File: src/rtl/present_decrypt_control.sv
// PRESENT-80 decryption sequencer: forward key expansion to K32, then
// ROUNDS inverse rounds back down to K1, then one output whitening strobe.
module present_decrypt_control #(
    parameter int ROUNDS = 31
) (
    input  logic       inClk,
    input  logic       inRst,
    input  logic       inKeyExtWr,
    input  logic       inExtDataWr,
    output logic       outStateExtWr,
    output logic       outStateIntWr,
    output logic       outKeyExtWr,
    output logic       outKeyIntWr,
    output logic       outKeyInvSel,
    output logic       outDataIntWr,
    output logic [4:0] outRoundCounter,
    output logic       outBusy
);

    typedef enum logic [1:0] {
        IDLE,
        EXPAND,
        DECRYPT,
        FINISH
    } state_t;

    localparam logic [4:0] LAST = 5'(ROUNDS);

    state_t     state_q, state_d;
    logic [4:0] cnt_q, cnt_d;

    always_comb begin
        state_d = state_q;
        cnt_d   = cnt_q;
        case (state_q)
            IDLE: begin
                if (inExtDataWr) begin
                    state_d = EXPAND;
                    cnt_d   = 5'd1;
                end
            end
            EXPAND: begin
                // counter holds at ROUNDS: first inverse round uses K32
                if (cnt_q == LAST) state_d = DECRYPT;
                else               cnt_d   = cnt_q + 5'd1;
            end
            DECRYPT: begin
                if (cnt_q == 5'd1) begin
                    state_d = FINISH;
                    cnt_d   = '0;
                end else begin
                    cnt_d = cnt_q - 5'd1;
                end
            end
            FINISH: begin
                state_d = IDLE;
                cnt_d   = '0;
            end
            default: begin
                state_d = IDLE;
                cnt_d   = '0;
            end
        endcase
    end

    always_ff @(posedge inClk) begin
        if (inRst) begin
            state_q <= IDLE;
            cnt_q   <= '0;
        end else begin
            state_q <= state_d;
            cnt_q   <= cnt_d;
        end
    end

    always_comb begin
        outStateExtWr   = 1'b0;
        outStateIntWr   = 1'b0;
        outKeyExtWr     = 1'b0;
        outKeyIntWr     = 1'b0;
        outKeyInvSel    = 1'b0;
        outDataIntWr    = 1'b0;
        outRoundCounter = '0;
        outBusy         = 1'b0;
        if (!inRst) begin
            case (state_q)
                IDLE: begin
                    outStateExtWr = inExtDataWr;
                    outKeyExtWr   = inExtDataWr & inKeyExtWr;
                end
                EXPAND: begin
                    outKeyIntWr     = 1'b1;
                    outRoundCounter = cnt_q;
                    outBusy         = 1'b1;
                end
                DECRYPT: begin
                    outStateIntWr   = 1'b1;
                    outKeyIntWr     = 1'b1;
                    outKeyInvSel    = 1'b1;
                    outRoundCounter = cnt_q;
                    outBusy         = 1'b1;
                end
                FINISH: begin
                    outDataIntWr = 1'b1;
                    outBusy      = 1'b1;
                end
                default: begin
                    outBusy = 1'b0;
                end
            endcase
        end
    end

endmodule
File: config.mk
export PLATFORM = sky130hd
export DESIGN_NAME = present_decrypt_control
export DESIGN_NICKNAME = d
export VERILOG_FILES = /design/src/rtl/present_decrypt_control.sv
export SDC_FILE = /design/constraint.sdc
export NUM_CORES = 1
export LEC_CHECK = 0
export ABC_AREA = 1
export CORE_UTILIZATION = 52
export DETAILED_ROUTE_END_ITERATION = 10
export PLACE_DENSITY = 0.82
export SYNTH_ARGS = -nofsm -noshare
export SYNTH_HDL_FRONTEND = slang
export SYNTH_SLANG_ARGS = --single-unit
File: constraint.sdc
create_clock -name inClk -period 3.6 [get_ports inClk]
set_input_delay 0.72 -clock inClk [delete_from_list [all_inputs] [get_ports inClk]]
set_output_delay 0.72 -clock inClk [all_outputs]
set_load 0.005 [all_outputs]
==> impl_results.md <==
* Status: finished clean
* Maximum vdd drop at between 0.4 and 0.5 mV
* Cell with the most instances on the worst path: clkdlybuf4s50_1
* Setup_tns at 0 ns
* Unrepaired setup endpoints after global routing: no
* Nets at roughly 140
* Initial antenna violation count at 0
* Reported leakage power at roughly 0.00040 µW
* IO buf count at 15
* Area grow syn2layout at 24.1%
* Synth cell count leaders: nand2_1, nor2_1, inv_1
* Antenna-violating nets left at 0
* HP Class: flip-flop to flip-flop
* Final core occ at about 74%
* Post-Synth Simple-Gate Area at a little over a third
* Max Root-Sink Buffers at 2
* RePlAce Congestion at roughly 0.80
* Fillers at around 100
* Die W at approximately 39 µm
* Critical path cell sequence: clkdlybuf4s50_1, inv_2, nand2_1, nor2_1, clkdlybuf4s50_1
* Clock Pin Slew Worst Setup and Hold Paths at 0.06 ns
* Cell variety after synth at 28
* Number of global-route vias before repair at roughly 540
* Initial DRC Count at 17
* MaxCap Viol Count at 0
* Final Critical Period at a little over 3 ns
* Dpl hpwl at 1.16 mm
* Crit path max-delay cell type: clkdlybuf4s50_1
* Post-Synth Adder-Cell Area at roughly 16%
* Cells after Synth at 105
* Critical Path Max Stage Delay at around 0.66 ns
* Slew @ Worst Pin at a little under 0.5 ns
* Ys async rst share at 0%
* Initial core utilization at ~60%
* CTS buffer count at 3
* Fin crit share at between 80% and 90%
* Root Buffer: clkbuf_4
* Ranking of synthesized cells by area: dfxtp_1, ha_1, nand2_1
* Share of cells above drive strength 1 at 16.5%
* Worst-path maximum fanout at 12
* CTS Sinks at 7
* Yosys synthesis warning count at 0
* Vias after detailed routing at 670
* Synth area leader: dfxtp_1
* Number of synthesized register bits at 7
* Post-Synth XOR/XNOR Area at roughly 1.2%
* Setup bufs post-CTS at 0
* Largest net degree at the start of global routing at 13
* Num rows at 12
* First drt pass iteration count at 4
* Seq/Total Area, Yosys at between 10% and 20%
* Post-synth EDFFs at 0
* Clock latency on the worst-skew pair at about 0.25 ns
* Total grt overflow at 0
* Final setup viols at 0
* # IOs at 16
* CP startpoint kind: input port
* CTS resizes at 0
* Avg Cell Area, Syn at 6.78 µm²
* Critical Path End Type: primary output
* Cts hold-fix bufs at 0
* Die Span Y at roughly 39 µm
* CTS tree: yes
* Largest family of logic cells by synthesized area: simple AND/OR/NAND/NOR gates
* Mux contribution to synthesized area at 0%
* Core ar. at 1190 µm²
* Count leader, synth: nand2_1
* DR vias/cell at about 5.0
* Pins Over Slew Limit at 0
* Post-Route WL at 1.40 mm
* Fmax achieved at 0.331 GHz
* Crit path required time at between 2 and 3 ns
* Total GRT Usage at 21.7%
* Critical Path AT at between 2 and 2.5 ns
* Avg WL per Cell at a little over 10 µm
* H-tree depth at 1
* Final Hold Fails at 0
* Dominant synthesized flop cell: dfxtp_1
* First-pass GRT wire length at 2.24 mm
* Max Clock Skew at 0.00768 ns
* Die ar. at between 1500 and 2000 µm²
* Net Count, Synth at approximately 120
* Normalized max-slew margin at about two thirds
* Post-synthesis cell area at approximately 710 µm²
* Residual DRC at 0
* Synth Area in Compound Gates at 15.1%
* Type of the worst setup path: input port to primary output
* Pwr per Cell Area at around 670 nW/µm²
* Top-area cell type share of the netlist area at about a fifth
* Diode count at 0
-- critical path, delay by kind of cell --
kind | cells | cell delay, ns
buffers and inverters | 3 | 1.32
and+or+nand+nor | 2 | 0.26
-- placed cells by master, fill, tap and decap left out, types with 2 or more instances in the layout --
cell type	synthesis	layout
nand2_1	24	24
nor2_1	15	15
clkdlybuf4s50_1	0	15
inv_1	12	12
ha_1	9	9
dfxtp_1	7	7
a21oi_2	4	4
nand3_1	4	4
inv_2	3	3
a21oi_1	3	3
o21ai_1	3	3
clkbuf_4	0	3
nand2_4	2	2
o21ai_0	2	2
nor2_2	2	2
-- registers in the layout, indices dropped and copies added, names as in the netlist --
register,count
cnt_q,5
state_q,2
-- worst paths after layout --
path	startpoint	endpoint	slack, ns	depth (start not counted)
setup / recovery	inRst	outRoundCounter[0]	0.57	5
hold reg to reg	state_q[1]	state_q[1]	0.54	2
hold / removal	state_q[1]	state_q[1]	0.54	2
setup reg to reg	cnt_q[1]	cnt_q[1]	1.84	9
-- power by group --
group	switching [µW]	internal (µW)
Clock	27.6	42.2
Sequential	29.1	99.2
Combinational	227	168
-- layout make-up --
| type | instances | area [µm²] | area share, % |
|---|---|---|---|
| sequential | 7 | 140 | 15.9 |
| multi-input combinational | 78 | 484 | 54.8 |
| inverter | 17 | 65.1 | 7.37 |
| clock buffer | 4 | 26.3 | 2.97 |
| tap | 14 | 17.5 | 1.98 |
| timing repair buffer | 15 | 150 | 17.0 |
-- per-stage QoR --
step / setup slack (ns) / instances / hold slack (ns) / power, µW / area [µm²]
3_3_place_gp: 0.631 / 131 / 0.518 / 517 / 857
3_5_place_dp: 0.602 / 131 / 0.536 / 524 / 857
2_1_floorplan: 1.59 / 105 / 0.498 / 421 / 712
4_1_cts: 0.588 / 135 / 0.542 / 596 / 883
5_1_grt: 0.468 / 135 / 0.563 / 654 / 883
6_report: 0.575 / 135 / 0.538 / 593 / 883
-- layer usage --
layer  share of wire [%]  GRT usage (%)
met2                  47           35.8
met5                   0              0
met4                0.57           7.76
met3                 2.0           3.47
met1                  51           28.0
-- logic make-up after synthesis --
| group | Yosys count |
|---|---|
| fa+ha+maj | 9 |
| flops | 7 |
| compound gates | 15 |
| xor+xnor | 1 |
| simple gates | 53 |
| buf+inv | 20 |
No activity file was read; power rests on OpenSTA's default activity.
==> RTL change (same flow settings) <==
Re-encode `state_t` (4 states) as one-hot, 4 bits wide.
--- a/src/rtl/present_decrypt_control.sv
+++ b/src/rtl/present_decrypt_control.sv
@@ -17,11 +17,11 @@
     output logic       outBusy
 );
 
-    typedef enum logic [1:0] {
-        IDLE,
-        EXPAND,
-        DECRYPT,
-        FINISH
+    typedef enum logic [3:0] {
+        IDLE    = 4'b0001,
+        EXPAND  = 4'b0010,
+        DECRYPT = 4'b0100,
+        FINISH  = 4'b1000
     } state_t;
 
     localparam logic [4:0] LAST = 5'(ROUNDS);
Function: no difference found for any inputs over 10 cycles, from zero or initial values and one cycle with inRst high; not proved beyond that.
==> RTL change against the unedited design <==
Cell area up 4.4%; area after synthesis up 4.4%; sequential cell count up 2; worst setup slack better by 0.0041 ns; wire length up 11%; critical endpoint is now outRoundCounter[2]; highest routed layer unchanged.
Power is not compared: it rests on default switching activity, and its combinational part moved more than twofold at a synthesized area within 25%.
==> RTL change: results (changes against the unedited design) <==
metric	value	unit	change
synthXorXnorAreaFrac	0.0118		-0.000518
timing.slew.headroom	0.673		+0.00513
max_stage_delay	0.77	ns	+0.11 ns
top_regs	cnt_q x5, state_q x4		
synth_area_leaders	dfxtp_1, nand2_1, nor2_1, nand3_1, inv_1		
grt_max_degree	15		+2
grt_pass1_wl	2.37	mm	+6.2%
drive_above_1_share	0.141		-0.0245
drt_iter0_drc	35		+18
track_usage	0.235		+0.0181
n_fill_cell	128		+23%
grt_pass1_vias	601		+11%
synthCells	119		+13%
synth_fa_ha_area_frac	0.0673		-0.0908
status	finished clean		
synthDistinctLibCells	24		-14%
fin_cells	150		+11%
gp_congestion	0.775		-3.3%
synth_commonest_cells	nand2_1, nor2_1, inv_1		
clk_latency	0.27	ns	+0.02 ns
place_hpwl	1.25	mm	+8.0%
yosysSeqAreaShare	0.242		+0.0456
root_buffer	clkbuf_4		
ys_warn_count	0		unchanged
viasPerCell	4.99		+0.61%
finalNetCount	144		+6.7%
synth_compound_area_frac	0.0875		-0.0636
slowest_stage	clkdlybuf4s50_1		
path_max_fanout	14		+2
fin_skew	0.00941	ns	+0.00174 ns
syn-num-nets	127		+7.6%
synth_mux_area_frac	0		unchanged
## RTL change: changes by cell type after synthesis, sizes merged
cell	unedited run	this run
nand2	27	38
nand3	5	11
ha	9	4
o21ai	7	2
clkinv	2	0
dfxtp	7	9
inv	15	17
nand4	1	3
nor2	18	20
a21oi	7	8
a22oi	1	0
or2	0	1
xnor2	1	0
xor2	0	1
## RTL change: where the power goes
part / switching [mW] / internal [mW]
combinational: 0.0315 / 0.0223
sequential: 0.00558 / 0.104
clock: 0.0358 / 0.0427
total: 0.0729 / 0.169
## RTL change: final timing paths
check                               from                 end  slack [ns]  cells past startpoint
worst min-delay path            cnt_q[3]            cnt_q[3]        0.54                      2
worst max register to register  cnt_q[0]            cnt_q[3]        1.99                      9
worst max-delay path               inRst  outRoundCounter[2]        0.58                      5
worst min register to register  cnt_q[3]            cnt_q[3]        0.54                      2
## RTL change: through the flow
step           setup slack, ns  instance area, µm²  hold slack (ns)  power [mW]
3_5_place_dp             0.580                 896            0.531       0.165
5_1_grt                  0.454                 922            0.561       0.261
3_3_place_gp             0.593                 896            0.526       0.164
4_1_cts                  0.576                 922            0.541       0.246
6_report                 0.579                 922            0.535       0.242
2_1_floorplan             1.59                 743            0.493       0.149
## RTL change: tightest hold or removal path: cells and delay by family (launching register included)
kind | cells | cell delay, ns
DFF | 1 | 0.34
AOI/OAI and AO/OA | 1 | 0.05
and+or+nand+nor | 1 | 0.09
## RTL change: cell type report
type                    instances  area share
multi-input cells              90       0.524
flip-flops and latches          9       0.195
repair buffers                 15       0.163
inverters                      17      0.0692
clock buffers                   4      0.0285
well taps                      15      0.0204
## RTL change: layer usage
layer / track usage / routed length [µm]
met5: 0 / 0
met4: 0.0776 / 7
met3: 0.102 / 68
met2: 0.414 / 801
met1: 0.245 / 668
